File: src/rtl/payload_pkg.sv
// rtl/payload_pkg.sv - shared types and constants for the payload byte feeder
package payload_pkg;

  localparam int FEED_DATA_W = 64;
  localparam int CHAR_W      = 256;

  typedef enum logic [1:0] {
    ST_IDLE,
    ST_SOD,
    ST_EMIT,
    ST_EOD
  } feeder_state_e;

endpackage

File: src/rtl/char_onehot_dec.sv
// rtl/char_onehot_dec.sv - 8-to-256 one-hot character decoder gated by en
module char_onehot_dec
  import payload_pkg::*;
(
  input  logic              en,
  input  logic [7:0]        char_in,
  output logic [CHAR_W-1:0] char_hot
);

  always_comb begin
    char_hot = '0;
    if (en) char_hot[char_in] = 1'b1;
  end

endmodule

File: src/rtl/payload_byte_feeder.sv
// rtl/payload_byte_feeder.sv - serialises a wide payload stream into one byte per clock
// with sod/en/eod framing for the NFA payload engines.
module payload_byte_feeder
  import payload_pkg::*;
#(
  parameter int DATA_W = FEED_DATA_W,
  parameter int KEEP_W = DATA_W / 8,
  parameter int CNT_W  = 16
) (
  input  logic              clk,
  input  logic              rst,
  input  logic [DATA_W-1:0] s_tdata,
  input  logic [KEEP_W-1:0] s_tkeep,
  input  logic              s_tvalid,
  input  logic              s_tlast,
  output logic              s_tready,
  output logic              sod,
  output logic              en,
  output logic              eod,
  output logic [7:0]        byte_out,
  output logic [CHAR_W-1:0] char_hot,
  output logic [CNT_W-1:0]  byte_ofs
);

  feeder_state_e     state_q, state_d;
  logic [DATA_W-1:0] data_q, data_d;
  logic [KEEP_W-1:0] rem_q, rem_d;
  logic              last_q, last_d;
  logic              sod_q, sod_d;
  logic              en_q, en_d;
  logic              eod_q, eod_d;
  logic [7:0]        byte_q, byte_d;
  logic [CNT_W-1:0]  ofs_q, ofs_d;
  logic [CNT_W-1:0]  ofs_inc;

  logic              accept;
  logic [KEEP_W-1:0] sel_keep;
  logic [DATA_W-1:0] sel_data;
  logic [KEEP_W-1:0] lane_bit;
  logic [KEEP_W-1:0] rem_next;
  logic [7:0]        lane_byte;
  logic              lane_hit;

  // Ready depends on registered state only; the held beat is exhausted and more follows.
  assign s_tready = ~rst & ((state_q == ST_IDLE) |
                            ((state_q == ST_EMIT) & ~(|rem_q) & ~last_q));
  assign accept   = s_tvalid & s_tready;

  // An accepted beat feeds the encoder directly so the next packet byte follows without a bubble.
  assign sel_keep = accept ? s_tkeep : rem_q;
  assign sel_data = accept ? s_tdata : data_q;

  always_comb begin
    lane_byte = '0;
    lane_bit  = '0;
    for (int i = KEEP_W - 1; i >= 0; i--) begin
      if (sel_keep[i]) begin
        lane_byte   = sel_data[8*i +: 8];
        lane_bit    = '0;
        lane_bit[i] = 1'b1;
      end
    end
  end

  assign lane_hit = |sel_keep;
  assign rem_next = sel_keep & ~lane_bit;
  assign ofs_inc  = (&ofs_q) ? ofs_q : ofs_q + {{(CNT_W-1){1'b0}}, 1'b1};

  always_comb begin
    state_d = state_q;
    data_d  = data_q;
    rem_d   = rem_q;
    last_d  = last_q;
    sod_d   = 1'b0;
    en_d    = 1'b0;
    eod_d   = 1'b0;
    byte_d  = byte_q;
    ofs_d   = en_q ? ofs_inc : ofs_q;

    case (state_q)
      ST_IDLE: begin
        if (accept) begin
          data_d  = s_tdata;
          rem_d   = s_tkeep;
          last_d  = s_tlast;
          sod_d   = 1'b1;
          ofs_d   = '0;
          state_d = ST_SOD;
        end
      end

      ST_SOD: begin
        if (lane_hit) begin
          en_d    = 1'b1;
          byte_d  = lane_byte;
          rem_d   = rem_next;
          state_d = ST_EMIT;
        end else begin
          eod_d   = 1'b1;
          state_d = ST_EOD;
        end
      end

      ST_EMIT: begin
        if (|rem_q) begin
          en_d   = 1'b1;
          byte_d = lane_byte;
          rem_d  = rem_next;
        end else if (last_q) begin
          eod_d   = 1'b1;
          state_d = ST_EOD;
        end else if (accept) begin
          data_d = s_tdata;
          last_d = s_tlast;
          rem_d  = rem_next;
          if (lane_hit) begin
            en_d   = 1'b1;
            byte_d = lane_byte;
          end else if (s_tlast) begin
            eod_d   = 1'b1;
            state_d = ST_EOD;
          end
        end
      end

      ST_EOD: begin
        state_d = ST_IDLE;
      end

      default: begin
        state_d = ST_IDLE;
      end
    endcase
  end

  always_ff @(posedge clk) begin
    if (rst) begin
      state_q <= ST_IDLE;
      data_q  <= '0;
      rem_q   <= '0;
      last_q  <= 1'b0;
      sod_q   <= 1'b0;
      en_q    <= 1'b0;
      eod_q   <= 1'b0;
      byte_q  <= '0;
      ofs_q   <= '0;
    end else begin
      state_q <= state_d;
      data_q  <= data_d;
      rem_q   <= rem_d;
      last_q  <= last_d;
      sod_q   <= sod_d;
      en_q    <= en_d;
      eod_q   <= eod_d;
      byte_q  <= byte_d;
      ofs_q   <= ofs_d;
    end
  end

  assign sod      = sod_q;
  assign en       = en_q;
  assign eod      = eod_q;
  assign byte_out = byte_q;
  assign byte_ofs = ofs_q;

  char_onehot_dec u_char_dec (
    .en       (en_q),
    .char_in  (byte_q),
    .char_hot (char_hot)
  );

endmodule
File: config.mk
export PLATFORM = sky130hd
export DESIGN_NAME = payload_byte_feeder
export DESIGN_NICKNAME = d
export VERILOG_FILES = /design/src/rtl/payload_pkg.sv /design/src/rtl/char_onehot_dec.sv /design/src/rtl/payload_byte_feeder.sv
export SDC_FILE = /design/constraint.sdc
export NUM_CORES = 1
export LEC_CHECK = 0
export CAP_MARGIN = 30
export CORE_ASPECT_RATIO = 2
export CORE_UTILIZATION = 34
export DETAILED_ROUTE_END_ITERATION = 7
export MAX_ROUTING_LAYER = met4
export PLACE_DENSITY = 0.7
export SLEW_MARGIN = 20
export SYNTH_ARGS = -nofsm -noshare
export SYNTH_HDL_FRONTEND = slang
export SYNTH_SLANG_ARGS = --single-unit
File: constraint.sdc
create_clock -name clk -period 3.1 [get_ports clk]
set_clock_uncertainty 0.05 [all_clocks]
set_input_delay 0.31 -clock clk [delete_from_list [all_inputs] [get_ports clk]]
set_output_delay 0.31 -clock clk [all_outputs]
set_load 0.02 [all_outputs]
## Yosys cells after proc, flatten, opt, wreduce, memory -nomap -nowiden

Index checks and enable logic that the tools add are counted.

- Bits in registers: 102
- Bits of input ports: 76

- Add/subtract/negate cells: 1
- Magnitude comparators: 2
- Equality and inequality tests: 12
- Mux-type cells: 64
- Bitwise operators: 11
- Reduce and logical (&&, ||, !) cells: 14

Operator list:

| operator | number |
|---|---|
| 256-bit 2-to-1 mux | 1 |
| 8-bit 2-to-1 mux | 25 |
| 64-bit 2-to-1 mux | 3 |
| 64-bit one-hot mux with 2 select lines | 1 |
| 16-bit 2-to-1 mux | 4 |
| 8-bit one-hot mux with 3 select lines | 1 |
| 1-bit 2-to-1 mux | 17 |
| 16-bit by 1-bit adder with 16-bit output, second input constant | 1 |
| 8-bit one-hot mux with 2 select lines | 1 |
| 16-bit AND reduction | 1 |
| 8-bit OR reduction | 2 |
| 2-bit 2-to-1 mux | 6 |
| 8-bit by 9-bit < comparator with 1-bit output, second input constant | 1 |
| 3-bit inequality test, second input constant | 3 |
| 3-bit AND reduction | 3 |
| 8-bit bitwise AND | 1 |
| 1-bit demux with 8-bit select | 1 |
| 8-bit by 1-bit greater-or-equal comparator with 1-bit output, second input constant | 1 |
| 2-bit inequality test, second input constant | 4 |
| 8-bit inverter | 1 |
| 2-bit one-hot mux with 4 select lines | 1 |
| 3-bit by 2-bit inequality test with 1-bit output, second input constant | 2 |
| 1-bit one-hot mux with 2 select lines | 3 |
| 5-bit AND reduction | 1 |
| 11 further kinds | 19 |

## Depth between registers and ports, before layout

Gate-level depths: netlist (run 1).

- Word-level depth: 22
- Gate-level depth with buffers: 12
- Depth with buffers taken out: 9

## Modules after synthesis

From an unflattened synthesis (run 1), not the netlist that was laid out.

- Cells, all modules: 1092
- Area total of the unflattened synthesis: 7788.7 sq um

Modules (own cells, without submodules):

| module | times used | cells an instance | area an instance (sq um) | sequential area each (sq um) |
|---|---|---|---|---|
| payload_byte_feeder | 1 | 703 | 5544.1 | 2042.0 |
| char_onehot_dec | 1 | 389 | 2244.7 | 0.0 |

## Least setup slack after synthesis (run 1)

OpenSTA, ideal clock, no wires.

- Path kind: reg-to-reg
- Start point: reg state_q[0]
- End point: reg rem_q[1]
- Setup time: 128 ps
- Arrival time: 2136 ps
- Data required time: 2922 ps
- Path slack: 786 ps
- Stages on the path, launching flop included: 11
- Cell sequence: dfxtp_1 -> inv_1 -> ha_1 -> nand3b_1 -> inv_2 -> a31o_2 -> a22oi_1 -> clkbuf_1 -> a21oi_1 -> a22oi_1 -> nor2_1

- Word-level cells in the longest chain between the ends: 20

RTL lines:

| element | line | source |
|---|---|---|
| start: declaration | payload_byte_feeder.sv:25 | `feeder_state_e state_q, state_d;` |
| start signal: assignment | payload_byte_feeder.sv:148 | `state_q <= state_d;` |
| 2-bit == test | payload_byte_feeder.sv:46, payload_byte_feeder.sv:80 |  |
| 1-bit bitwise AND (2 in a row) | payload_byte_feeder.sv:46 | `((state_q == ST_EMIT) & ~(\|rem_q) & ~last_q));` |
| 1-bit bitwise OR | payload_byte_feeder.sv:45 | `assign s_tready = ~rst & ((state_q == ST_IDLE) \|` |
| 1-bit bitwise AND | payload_byte_feeder.sv:45 |  |
| 1-bit bitwise AND | payload_byte_feeder.sv:47 | `assign accept = s_tvalid & s_tready;` |
| 8-bit 2-to-1 mux | payload_byte_feeder.sv:50 | `assign sel_keep = accept ? s_tkeep : rem_q;` |
| 8-bit 2-to-1 mux (7 in a row) | payload_byte_feeder.sv:57 | `if (sel_keep[i]) begin` |
| 8-bit inverter | payload_byte_feeder.sv:66 | `assign rem_next = sel_keep & ~lane_bit;` |
| 8-bit bitwise AND | payload_byte_feeder.sv:66 |  |
| 8-bit 2-to-1 mux | payload_byte_feeder.sv:112 | `end else if (accept) begin` |
| 8-bit 2-to-1 mux | payload_byte_feeder.sv:109 | `end else if (last_q) begin` |
| 8-bit 2-to-1 mux | payload_byte_feeder.sv:105 | `if (\|rem_q) begin` |
| 8-bit one-hot mux with 3 select lines | payload_byte_feeder.sv:80 | `case (state_q)` |
| end signal: assignment | payload_byte_feeder.sv:150 | `rem_q <= rem_d;` |
| end: declaration | payload_byte_feeder.sv:27 | `logic [KEEP_W-1:0] rem_q, rem_d;` |

Parallel ways exist; a longest one is shown, timed or not. The select of a mux whose other input is x is not followed.
A chain may end at the register's enable or synchronous reset.

## Worst setup path in the final report (run 1)

- Start point: reg byte_q[7], in the netlist byte_out[7]
- End point: out char_hot[143]

- Word-level cells in the longest chain between the ends: 5

RTL lines:

| element | line | source |
|---|---|---|
| start: declaration | payload_byte_feeder.sv:32 | `logic [7:0] byte_q, byte_d;` |
| start signal: assignment | payload_byte_feeder.sv:155 | `byte_q <= byte_d;` |
| 8-bit by 9-bit < comparator with 1-bit output (implied by the code) / 8-bit by 1-bit greater-or-equal comparator with 1-bit output (equally long branches) | char_onehot_dec.sv:12 | `if (en) char_hot[char_in] = 1'b1;` |
| 1-bit logical AND (implied by the code) | char_onehot_dec.sv:12 |  |
| 1-bit 2-to-1 mux (implied by the code) | char_onehot_dec.sv:12 |  |
| 1-bit demux with 8-bit select * | -- |  |
| 256-bit 2-to-1 mux * | char_onehot_dec.sv:12 |  |
| end: declaration | payload_byte_feeder.sv:21 | `output logic [CHAR_W-1:0] char_hot,` |

Mark *: on every way between the ends. The rest lies on a longest branch, timed or not.

==> results of run 1 <==
[critical path, delay by kind of cell, from the launching register on]
family,cells,cell delay [ns]
buf+inv,1,0.65
flops,1,0.54
simple gates,3,1.12
[repair_timing]
item	in CTS	in global routing
resized for setup	1	6
endpoints found under the hold margin	0	0
pin swaps	0	1
endpoints found under the setup margin	1	78
[where the power goes]
group          total [mW]  switching [mW]  internal (mW)
Combinational        3.51            2.32           1.19
Sequential           1.82           0.253           1.57
Clock                1.26           0.530          0.729
Total                6.59            3.10           3.48
[cell families (layout without fill, tap and decap cells)]
logic type / after synthesis / after routing
AOI/OAI and AO/OA: 220 / 220
xor gates and xnor gates: 10 / 10
adders and majority gates: 6 / 6
buffers and inverters: 122 / 465
DFF: 102 / 102
muxes: 9 / 9
and+or+nand+nor: 648 / 648
[Yosys cell counts, types with 3 or more instances]
cell type,instances
nand3_1,40
a22oi_1,10
inv_1,15
nor2_1,295
clkbuf_1,79
a2bb2oi_1,4
a21oi_1,92
buf_2,21
o211ai_1,4
xnor2_1,9
nand2_1,218
a221oi_1,21
o21ai_1,11
a22o_1,3
a31oi_1,14
nand3b_1,7
nor4_1,5
nor2b_1,20
and3_1,4
o21ai_0,16
nor3_1,20
buf_6,3
mux2i_1,7
o31ai_1,8
nand4_1,17
or3_1,4
a211oi_1,8
ha_1,6
dfxtp_1,102
[layout make-up]
type                    instances  area share (%)
multi-input cells             893           39.49
well taps                     266           2.907
flip-flops and latches        102           17.85
inverters                      16          0.5246
repair buffers                433           36.42
clock inverters                 6          0.7322
clock buffers                  10           2.087
[worst max-delay path by stage]
| stage | start | slack [ns] | cells past startpoint | to |
|---|---|---|---|---|
| after global routing | byte_out[7] | -0.12 | 4 | char_hot[157] |
| final | byte_out[7] | 0.07 | 4 | char_hot[143] |
| after global placement | s_tvalid | 0.17 | 8 | byte_out[0] |
| after CTS | rem_q[0] | 0.002 | 5 | s_tready |
| after floorplan | state_q[0] | 0.79 | 10 | rem_q[1] |
| after detailed placement | s_tvalid | 0.15 | 8 | byte_out[0] |
[state kept, by name (all words and copies together) (netlist names)]
register,flops
byte_out,8
eod,1
data_q,64
state_q,2
byte_ofs,16
sod,1
rem_q,8
last_q,1
en,1
[per-stage QoR]
| stage | instance area [um^2] | cells |
|---|---|---|
| finish | 11450 | 1726 |
| global route | 11450 | 1726 |
| CTS | 11430 | 1726 |
| detailed placement | 11100 | 1710 |
| global placement | 11100 | 1710 |
| floorplan | 7042 | 1117 |
[per-layer routing]
metal / track usage, % / vias to the layer above
met4: 19.74 / 0
met2: 63.71 / 502
met5: - / -
li1: - / 4434
met3: 5.100 / 110
met1: 33.68 / 4414
==> run_results.csv, run 1 <==
group,metric,value,unit
cells_and_area,final_common_cell,"clkdlybuf4s50_1",
timing,period_minus_slack,3.031,ns
worst_setup_path,crit_chain,"nor2b_1, nand2_1, nor2_1, clkdlybuf4s50_1",
logic_synthesis,async_flop_share,0,%
pwr,ir_worst_vdd,0.5498,mV
min_path,min_from,"data_q[45]",
die,io-pin-count,360,
drt,drt_iter0_drc,777,
job,maxCapViolations,0,
cells_and_area,nets,1537,
timing,setup_ws,0.06851,ns
cells_and_area,fillers,2035,
min_path,whs_path_depth,2,
logic_synthesis,ys_top_cells_by_area,"dfxtp_1, nor2_1, nand2_1",
die,die_h,205.5,um
drt,routedWlPerCell,21.07,um
die,die_width,103.8,um
worst_setup_path,end_kind,"output port",
logic_synthesis,synth_mux_area_share,1.315,%
worst_setup_path,crit_path_top_delay_cell,"clkdlybuf4s50_1",
status,status,"finished clean",
logic_synthesis,synth.avg_cell_area,6.304,um^2
timing,setup_viol,0,
logic_synthesis,synth_top_family_by_area,"simple AND/OR/NAND/NOR gates",
cells_and_area,drive_gt1_share,8.082,%
worst_setup_path,max_stage_delay,0.65,ns
cells_and_area,register_area,0.002043,mm^2
drt,met1_length,12390,um
placed_design,dp.final_hpwl,28490,um
logic_synthesis,synth-compound-area-share,20.81,%
drt,via_per_inst,5.481,
die,die_area,0.02133,mm^2
drt,ant_nets,0,
timing,hold_violations,0,
pwr,p_per_area,575.3,mW/mm^2
logic_synthesis,yosysTopAreaCellShare,29.00,%
die,row_count,74,
cts,cts_made_buffers,9,
cts,clk_latency,0.36,ns
cts,cts_tree,"yes",
logic_synthesis,synth_ff_type,"dfxtp_1",
logic_synthesis,synth-xor-area-share,1.244,%
drt,drc_errors,0,
logic_synthesis,synth_fa_ha_area_share,1.066,%
worst_setup_path,r2r_end,"byte_out[0]",
placed_design,pre_cts_ws,0.1465,ns
cells_and_area,area_growth,62.58,%
cts,post_cts_buffers,0,
min_path,whs_endpoint,"data_q[45]",
logic_synthesis,synth_cell_types,69,
timing,timing.final.crit_share,97.79,%
cts,cts_root_buffer,"clkbuf_16",
cts,clkTransAtPathRegs,0.07,ns
placed_design,gp_congestion,0.9831,
timing,fmax,329.9,MHz
drt,wl_met3,2336,um
worst_setup_path,worstPathMaxFanout,16,
grt,grt_max_degree,60,
worst_setup_path,worstSetupStartpointType,"flop",
cells_and_area,utilization,56.20,%
logic_synthesis,ys_seq_elements,102,
drt,routed_wl,36360,um
cts,hold_buffers,0,
pwr,power.leakage,3.719,nW
die,coreArea,0.02037,mm^2
logic_synthesis,yosys.area.top_type,"dfxtp_1",
timing,slew_violations,0,
worst_setup_path,reg2reg_depth,10,
grt,grt.total_usage,34.22,%
min_path,hold_path_class,"reg2reg",
logic_synthesis,seq_area_frac_synth,29.00,%
logic_synthesis,synth_edf_count,0,
die,initial_core_util,34.57,%
worst_setup_path,rrSetupSlack,0.17,ns
worst_setup_path,crit_required,2.74,ns
drt,wl_met2,19500,um
grt,grt_pass1_wl,53380,um
grt,grt.overflow.total,0,
worst_setup_path,worstSetupPathType,"reg2out",
pwr,finalPower,6.587,mW
timing,fin_tns_setup,0,ns
logic_synthesis,synth_area,0.007042,mm^2
cells_and_area,diodes,0,
placed_design,portBuffers,359,
cells_and_area,multi_input_area,0.004521,mm^2
drt,vias,9460,
worst_setup_path,rr_startpoint,"state_q[1]",
cts,max-clock-path-buffers,2,
logic_synthesis,synth_fp_nets,1199,
cells_and_area,mostFrequentLayoutCells,"clkdlybuf4s50_1, nor2_1, nand2_1",
timing,rsz0062_at_grt,"true",
grt,antenna_found_initial,0,
timing,hold_slack,0.4014,ns
cts,clkSinkCount,102,
drt,drt-pass1-iter-count,6,
worst_setup_path,cp.arrival,2.67,ns
drt,top_layer_used,"met4",
logic_synthesis,synth_cells,1117,
logic_synthesis,synth_warnings,0,
grt,grt_pass1_vias,8737,
logic_synthesis,yosys.area_share.simple,39.27,%
timing,tightest_slew,0.7218,ns
timing,relSlewSlack,51.88,%
cts,cts-htree-levels,3,
Power figures use the tool's default switching activity.
==> run 2, diff against run 1 <==
- CORE_MARGIN: unset -> 2
==> run_results.csv, run 2 (synthesized netlist as in run 1, its figures left out) <==
group,metric,value,unit
drt,drc_errors,0,
drt,drt-pass1-iter-count,5,
worst_setup_path,worstPathMaxFanout,16,
job,maxCapViolations,0,
worst_setup_path,worstSetupStartpointType,"flop",
timing,setup_ws,0.05281,ns
drt,via_per_inst,5.406,
grt,grt.total_usage,33.58,%
min_path,hold_path_class,"in2reg",
pwr,power.leakage,3.695,nW
worst_setup_path,max_stage_delay,0.65,ns
timing,slew_violations,0,
drt,routedWlPerCell,21.67,um
status,status,"finished clean",
placed_design,placedCellCount,1706,
timing,setup_viol,0,
placed_design,pre_cts_ws,0.1950,ns
min_path,whs_endpoint,"sod",
cts,cts_made_buffers,9,
cells_and_area,area_growth,62.37,%
cts,cts_root_buffer,"clkbuf_16",
die,coreArea,0.02037,mm^2
pwr,ir_worst_vdd,0.3239,mV
timing,fin_tns_setup,0,ns
timing,period_minus_slack,3.047,ns
die,row_count,74,
die,initial_core_util,34.57,%
cts,clk_latency,0.36,ns
worst_setup_path,rrSetupSlack,0.14,ns
min_path,min_from,"rst",
grt,antenna_found_initial,0,
cts,max-clock-path-buffers,2,
worst_setup_path,crit_chain,"nor2b_1, nand2_1, nor2_1, clkdlybuf4s50_1",
pwr,p_per_area,567.5,mW/mm^2
worst_setup_path,rr_startpoint,"state_q[0]",
cells_and_area,mostFrequentLayoutCells,"clkdlybuf4s50_1, nor2_1, nand2_1",
cts,cts-htree-levels,3,
placed_design,dp.final_hpwl,29450,um
cts,clkTransAtPathRegs,0.08,ns
cts,cts_tree,"yes",
placed_design,portBuffers,359,
cells_and_area,final_common_cell,"clkdlybuf4s50_1",
worst_setup_path,worstSetupPathType,"reg2out",
cells_and_area,drive_gt1_share,8.014,%
worst_setup_path,crit_start,"byte_out[7]",
timing,timing.final.crit_share,98.30,%
worst_setup_path,crit_required,2.74,ns
min_path,whs_path_depth,3,
timing,fmax,328.2,MHz
worst_setup_path,reg2reg_depth,9,
grt,grt_max_degree,65,
drt,ant_nets,0,
placed_design,gp_congestion,1.013,
cts,clkSinkCount,102,
placed_design,place_area,0.01110,mm^2
cells_and_area,diodes,0,
cells_and_area,fin_cells,1726,
grt,grt_pass1_vias,8787,
timing,hold_violations,0,
timing,tightest_slew,0.7502,ns
drt,drt_iter0_drc,673,
grt,grt_pass1_wl,54170,um
worst_setup_path,end_kind,"output port",
grt,grt.overflow.total,0,
timing,hold_slack,0.3927,ns
worst_setup_path,cp.arrival,2.69,ns
worst_setup_path,r2r_end,"byte_out[4]",
timing,relSlewSlack,49.87,%
cells_and_area,largest_reg_flops,64,
cts,hold_buffers,0,
worst_setup_path,crit_path_top_delay_cell,"clkdlybuf4s50_1",
die,io-pin-count,360,
die,die_area,0.02195,mm^2
cells_and_area,regMostFlops,"data_q",
drt,routed_wl,37400,um
die,die_h,207.5,um
die,die_width,105.8,um
cells_and_area,nets,1537,
cells_and_area,fin_area,0.01143,mm^2
timing,rsz0062_at_grt,"true",
drt,vias,9331,
[run 2: metrics by stage]
stage,power [mW],util (%)
after CTS,6.464,55.92
after global placement,5.335,54.49
after floorplan,4.060,-
final,6.489,56.13
after global routing,6.846,56.13
after detailed placement,5.338,54.49
[run 2: routing by layer]
metal / track usage, % / vias to the layer above / share of wire, %
met3: 4.678 / 84 / 5.5
met4: 16.65 / 0 / 5.0
met5: - / - / 0
met1: 32.30 / 4404 / 35
li1: - / 4436 / -
met2: 63.83 / 407 / 55
[run 2: critical path, delay by kind of cell (launching register included)]
kind | cells | cell delay (ns)
and+or+nand+nor | 3 | 1.12
buffers and inverters | 1 | 0.65
DFF | 1 | 0.55
[run 2: area by class of cell]
type / instances / area (um^2)
clock buffer: 10 / 239.0
clock inverter: 6 / 46.29
fill: 2056 / 8936
inverter: 16 / 60.06
multi-input combinational: 893 / 4518
sequential: 102 / 2043
tap: 266 / 332.8
timing repair buffer: 433 / 4194
[run 2: timing repair]
| item | CTS | global route |
|---|---|---|
| endpoints found under the hold margin | 0 | 0 |
| gates resized for setup | 1 | 5 |
| pin swaps | 0 | 2 |
| setup endpoints to repair | 4 | 76 |
| setup buffers | 0 | 4 |
[run 2: report_power, final]
group	total (mW)	switching, mW	internal [mW]
Clock	1.13	0.555	0.572
Sequential	1.86	0.288	1.57
Combinational	3.51	2.29	1.21
[run 2: worst max path at each step]
stage                     to  slack, ns
3_5_place_dp     byte_out[4]       0.20
4_1_cts         char_hot[28]      0.006
5_1_grt        char_hot[132]      -0.14
2_1_floorplan       rem_q[1]       0.79
3_3_place_gp     byte_out[4]       0.19
6_report       char_hot[159]       0.05
==> edit 1: new RTL, flow settings as in run 1 <==
The parameter `CNT_W` goes from 16 to 32.
--- a/src/rtl/payload_byte_feeder.sv
+++ b/src/rtl/payload_byte_feeder.sv
@@ -7,3 +7,3 @@
   parameter int KEEP_W = DATA_W / 8,
-  parameter int CNT_W  = 16
+  parameter int CNT_W  = 32
 ) (
Interface: changed (resized byte_ofs); port bits go from 360 to 376. The function was not compared with the original's and may differ.
==> edit 1 against run 1 <==
  * Power is 12% higher
  * Area after synthesis is 6.9% higher
  * Worst hold slack worse by 160 ps
  * Global-route usage is 1.4 points lower
  * Sequential cell count is 16 higher
  * Count of clock-buffer cells in the layout is 11 higher
  * Die area is 6.8% higher
  * Cell area is 8.8% higher
  * Core utilization is 1.5 points higher
  * Setup slack better by 34 ps
  * Wire length is 2.6% higher
  * Non-clock buffer count is 7 higher
  * First-iteration DRC count is 6.8% lower
  * Critical path type unchanged
  * Critical endpoint is now char_hot[232]
==> edit 1: results (changes against run 1) <==
status:
  outcome: "finished, final reports clean"
drt:
  met2_length_um: 19900  # +2.2%
  avgViaCountPerCell: 5.50  # +0.35%
  drt_pre_antenna_iters: 5  # -1
  drt_iter0_drc: 724  # -6.8%
  wl_met3_um: 2710  # +16%
  top_layer_used: "met4"
  met1_length_um: 12500  # +1.0%
  wirelength_um: 37300  # +2.6%
worst_setup_path:
  crit_slowest_cell: "clkdlybuf4s50_1"
  critPathMaxStageDelay_ps: 680  # +30 ps
  worstPathArrival_ps: 2640  # -30 ps
  crit_fanout: 16  # unchanged
logic_synthesis:
  yosys_warnings: 0  # unchanged
  mappedNetlistNets: 1237  # +3.2%
  synthTopCellsByArea: "dfxtp_1 31%, nor2_1 15%, nand2_1 11%, a21oi_1 6.8%, clkbuf_1 3.9%"
  yosysSeqAreaShare_pct: 31.4  # +2.4 points
  yosysMostFrequentCell: "nor2_1"
  synth_common_cells: "306 x nor2_1, 224 x nand2_1, 118 x dfxtp_1, 102 x a21oi_1, 79 x clkbuf_1"
  yosysUniqueCellTypes: 59  # -14%
  async_reset_ff_share_pct: 0  # unchanged
global_route:
  grt_overflow: 0  # unchanged
  grt.total_usage_pct: 32.8  # -1.4 points
  grt_max_degree: 87  # +45%
  grt_pass1_vias: 9264  # +6.0%
  grt_pass1_wl_um: 54100  # +1.3%
  antenna_found_initial: 2  # +2
place:
  dp_hpwl_um: 28800  # +1.2%
  port-buffer-count: 375  # +4.5%
  place_congestion: 1.00  # +1.8%
  place_area_um2: 11800  # +6.0%
power_and_ir_drop:
  power_switching_mw: 3.05  # -1.6%
  ir_worst_vdd_mv: 0.411  # -25%
  p_leak_nw: 4.05  # +8.9%
final_layout:
  nets: 1598  # +4.0%
  final.fill_count: 2102  # +3.3%
  drive_gt1_share_pct: 9.03  # +0.94 points
  regMostFlops: "data_q"
  largest_register_ffs: 64  # unchanged
cts:
  cts_max_level: 4  # +1
  path_clk_slew_ps: 60
  worstSkewPairLatency_ps: 430  # +70 ps
  ctsRootBufferMaster: "clkbuf_16"
  post_cts_buffers: 0  # unchanged
  cts-buffers-inserted: 17  # +8
  cts_max_path_buffers: 2  # unchanged
timing:
  hold_viol: 0  # unchanged
  worstMarginPinSlew_ps: 1010  # +288 ps
hold_path:
  hp-class: "input pin to flip-flop"
## edit 1: cell types whose count changed after synthesis, sizes merged, moves of 9 or more
cell	delta
buf	-9
dfxtp	+16
inv	-10
xor2	+24
o31ai	-10
nor3	-10
nor2	+9
## edit 1: cell families (layout without fill, tap and decap cells)
group | Yosys count | in the layout | share of synthesized area [%]
AND/OR/NAND/NOR | 666 | 666 | 38.0
AO/OA/AOI/OAI | 219 | 219 | 19.0
flip-flops | 118 | 118 | 31.4
buffers and inverters | 104 | 478 | 5.42
XOR/XNOR | 29 | 29 | 3.37
multiplexers | 13 | 13 | 1.86
adder cells (fa/ha/maj) | 6 | 6 | 0.997
other | 0 | 2 | 0
## edit 1: power by group through the flow
stage | Clock, mW | Sequential [mW] | Combinational (mW)
after floorplan | 0 | 1.98 | 1.95
after global placement | 0 | 2.02 | 3.11
after detailed placement | 0 | 2.03 | 3.11
after CTS | 2.18 | 2.00 | 3.14
after global routing | 2.26 | 2.04 | 3.42
final | 2.17 | 2.00 | 3.19
## edit 1: routing by layer
layer	GRT usage, %	vias up
met3	4.81	100
li1	-	4648
met4	19.8	0
met2	60.7	549
met1	31.6	4625
met5	-	-
## edit 1: critical path, delay by kind of cell (launching register included)
family / cells / cell delay, ps
AND/OR/NAND/NOR: 3 / 1040
buffers and inverters: 1 / 680
flip-flops: 1 / 490
## edit 1: repair_timing
action | CTS | global route
setup endpoints to repair | 42 | 68
gates resized for setup | 2 | 9
hold endpoints to repair | 0 | 0
cloned | 0 | 0
## edit 1: final cells by class
type | instances | area [µm²] | area share (%)
multi-input combinational | 933 | 4810 | 38.6
clock inverter | 11 | 170 | 1.37
timing repair buffer | 440 | 4260 | 34.2
antenna | 2 | 5.00 | 0.0402
clock buffer | 21 | 480 | 3.86
sequential | 118 | 2360 | 19.0
inverter | 6 | 22.5 | 0.181
tap | 273 | 342 | 2.74
## edit 1: final timing paths
kind	slack (ps)	startpoint	to	cells past startpoint
worst max-delay path	100	byte_out[5]	char_hot[232]	4
worst min-delay path	240	rst	byte_ofs[20]	4
worst max register to register	220	state_q[0]	byte_out[5]	8
worst min register to register	400	data_q[51]	data_q[51]	2
## edit 1: metrics by stage
step                utilization (%)  setup TNS, ps  total power [mW]  worst slack (ps)  cells
finish                         57.7              0              7.36               102   1804
global route                   57.7              0              7.72              15.8   1804
CTS                            57.5          -3060              7.32              -116   1802
detailed placement             54.5              0              5.13               110   1770
global placement               54.5              0              5.13               116   1770
floorplan                         -              0              3.93               267   1155
==> edit 2: new RTL, flow settings as in run 1 <==
Made on the original files. `data_q` no longer has a reset.
--- a/src/rtl/payload_byte_feeder.sv
+++ b/src/rtl/payload_byte_feeder.sv
@@ -138,3 +138,2 @@
       state_q <= ST_IDLE;
-      data_q  <= '0;
       rem_q   <= '0;
@@ -148,3 +147,2 @@
       state_q <= state_d;
-      data_q  <= data_d;
       rem_q   <= rem_d;
@@ -157,2 +155,6 @@
     end
+  end
+
+  always_ff @(posedge clk) begin
+    data_q <= data_d;
   end
Check against the original RTL: same outputs for any inputs over 4 cycles, from zero or initial values and one cycle with rst high; that may be too few to reach the edited logic, so the function may still have changed.
==> edit 2 against run 1 <==
  * Cell area is 0.82% higher
  * Setup slack better by 71 ps
  * Sequential share of layout area is 5.4 points higher
  * Area after synthesis is 2.0% higher
  * Combinational power is 8.8% higher
  * Wire length is 8.7% lower
  * Clock power is 17% lower
  * Power is 15% higher
  * Sequential cell count stayed put
  * Largest cell class is now non-clock buffers
==> edit 2: results (changes against run 1) <==
drt:
  wl_per_cell_um: 20.4  # -3.4%
  drt_iter0_drc: 581  # -25%
  avgViaCountPerCell: 5.44  # -0.83%
  drt_pre_antenna_iters: 5  # -1
final_layout:
  instances_no_fill: 1631  # -5.5%
  final.fill_count: 2037  # +0.098%
  drive_gt1_share_pct: 7.62  # -0.46 points
  nets: 1441  # -6.2%
  regMostFlops: "data_q"
global_route:
  antenna_found_initial: 0  # unchanged
  grt_max_degree: 81  # +35%
  grt.total_usage_pct: 31.2  # -3.0 points
  grt_pass1_vias: 8452  # -3.3%
  grt_pass1_wl_um: 50000  # -6.3%
cts:
  cts_max_level: 3  # unchanged
  cts_max_path_buffers: 2  # unchanged
logic_synthesis:
  synth.avg_cell_area_um2: 7.06  # +12%
  yosys_warnings: 0  # unchanged
  synth_top_flop_cell: "edfxtp_1"
  synth_mux_area_share_pct: 0.784  # -0.53 points
  synth-edff-count: 64  # +64
  synth-compound-area-share_pct: 17.7  # -3.1 points
  yosysUniqueCellTypes: 61  # -12%
  synthTopCellsByArea: "edfxtp_1 27%, nor2_1 15%, dfxtp_1 11%, nand2_1 11%, a221o_1 3.3%"
  synthAdderAreaFrac_pct: 0.871  # -0.20 points
  yosysSeqAreaShare_pct: 37.3  # +8.3 points
  synth_xor_xnor_area_share_pct: 1.46  # +0.22 points
  synth_common_cells: "285 x nor2_1, 202 x nand2_1, 64 x edfxtp_1, 60 x clkbuf_1, 38 x dfxtp_1"
  mappedNetlistNets: 1099  # -8.3%
place:
  place_area_um2: 11200  # +1.2%
  place_congestion: 0.897  # -8.7%
  port-buffer-count: 359  # unchanged
  dp_slack_ps: 136  # -10.0 ps
  dp_hpwl_um: 26400  # -7.2%
worst_setup_path:
  r2r-start: "state_q[0]"
  crit_slowest_cell: "clkdlybuf4s50_1"
  critPathMaxStageDelay_ps: 620  # -30 ps
  worstPathArrival_ps: 2600  # -70 ps
  crit_fanout: 16  # unchanged
power_and_ir_drop:
  ir_worst_vdd_mv: 0.484  # -12%
  p_leak_nw: 3.93  # +5.7%
  power_switching_mw: 3.34  # +7.6%
hold_path:
  min_from: "state_q[1]"
status:
  outcome: "finished, final reports clean"
timing:
  slew_headroom_pct: 52.3  # +0.46 points
edit 2: cell count changes after synthesis, moves of 17 or more:
cell	before	now
a21oi_1	92	27
dfxtp_1	102	38
edfxtp_1	0	64
a221o_1	0	24
a221oi_1	21	0
clkbuf_1	79	60
o21ai_0	16	34
a31oi_1	14	31
edit 2: final timing paths:
check	endpoint	slack, ps	cells after the start
setup reg to reg	byte_out[0]	420	10
setup / recovery	char_hot[200]	140	4
hold reg to reg	state_q[1]	480	2
hold / removal	state_q[1]	480	2
edit 2: stage by stage:
stage               setup TNS [ps]  hold slack, ps
detailed placement               0             468
global route                 -7.16             497
CTS                              0             476
floorplan                        0             399
finish                           0             480
global placement                 0             444
edit 2: worst max-delay path, delay by kind of cell, from the launching register on:
family	cells	cell delay, ps
buf+inv	1	620
simple gates	3	1120
flops	1	500
edit 2: layer usage:
metal	share of wire [%]	track usage [%]	vias up
met1	34	30.8	4110
met4	4.6	14.5	0
li1	-	-	4181
met5	0	-	-
met3	7.2	4.84	76
met2	54	58.6	498
edit 2: kinds of logic after synthesis:
logic type,count (synthesis)
compound gates,181
xor+xnor,12
fa+ha+maj,5
buf+inv,117
flops,102
mux,5
simple gates,596
edit 2: power groups by stage:
stage                     registers [mW]  logic (mW)  clock network (mW)
final                               2.73        3.82                1.04
after global routing                2.80        4.15                1.11
after CTS                           2.72        3.78                1.06
after detailed placement            2.75        3.77                   0
after global placement              2.72        3.72                   0
after floorplan                     2.61        2.39                   0
edit 2: final cells by class:
class	instances	area [µm²]	area share, %
Timing Repair Buffer	420	4090	35.4
Sequential cell	102	2680	23.2
Clock buffer	11	243	2.10
Tap cell	266	333	2.88
Clock inverter	5	25.0	0.217
Multi-Input combinational cell	799	4070	35.2
Inverter	28	105	0.911
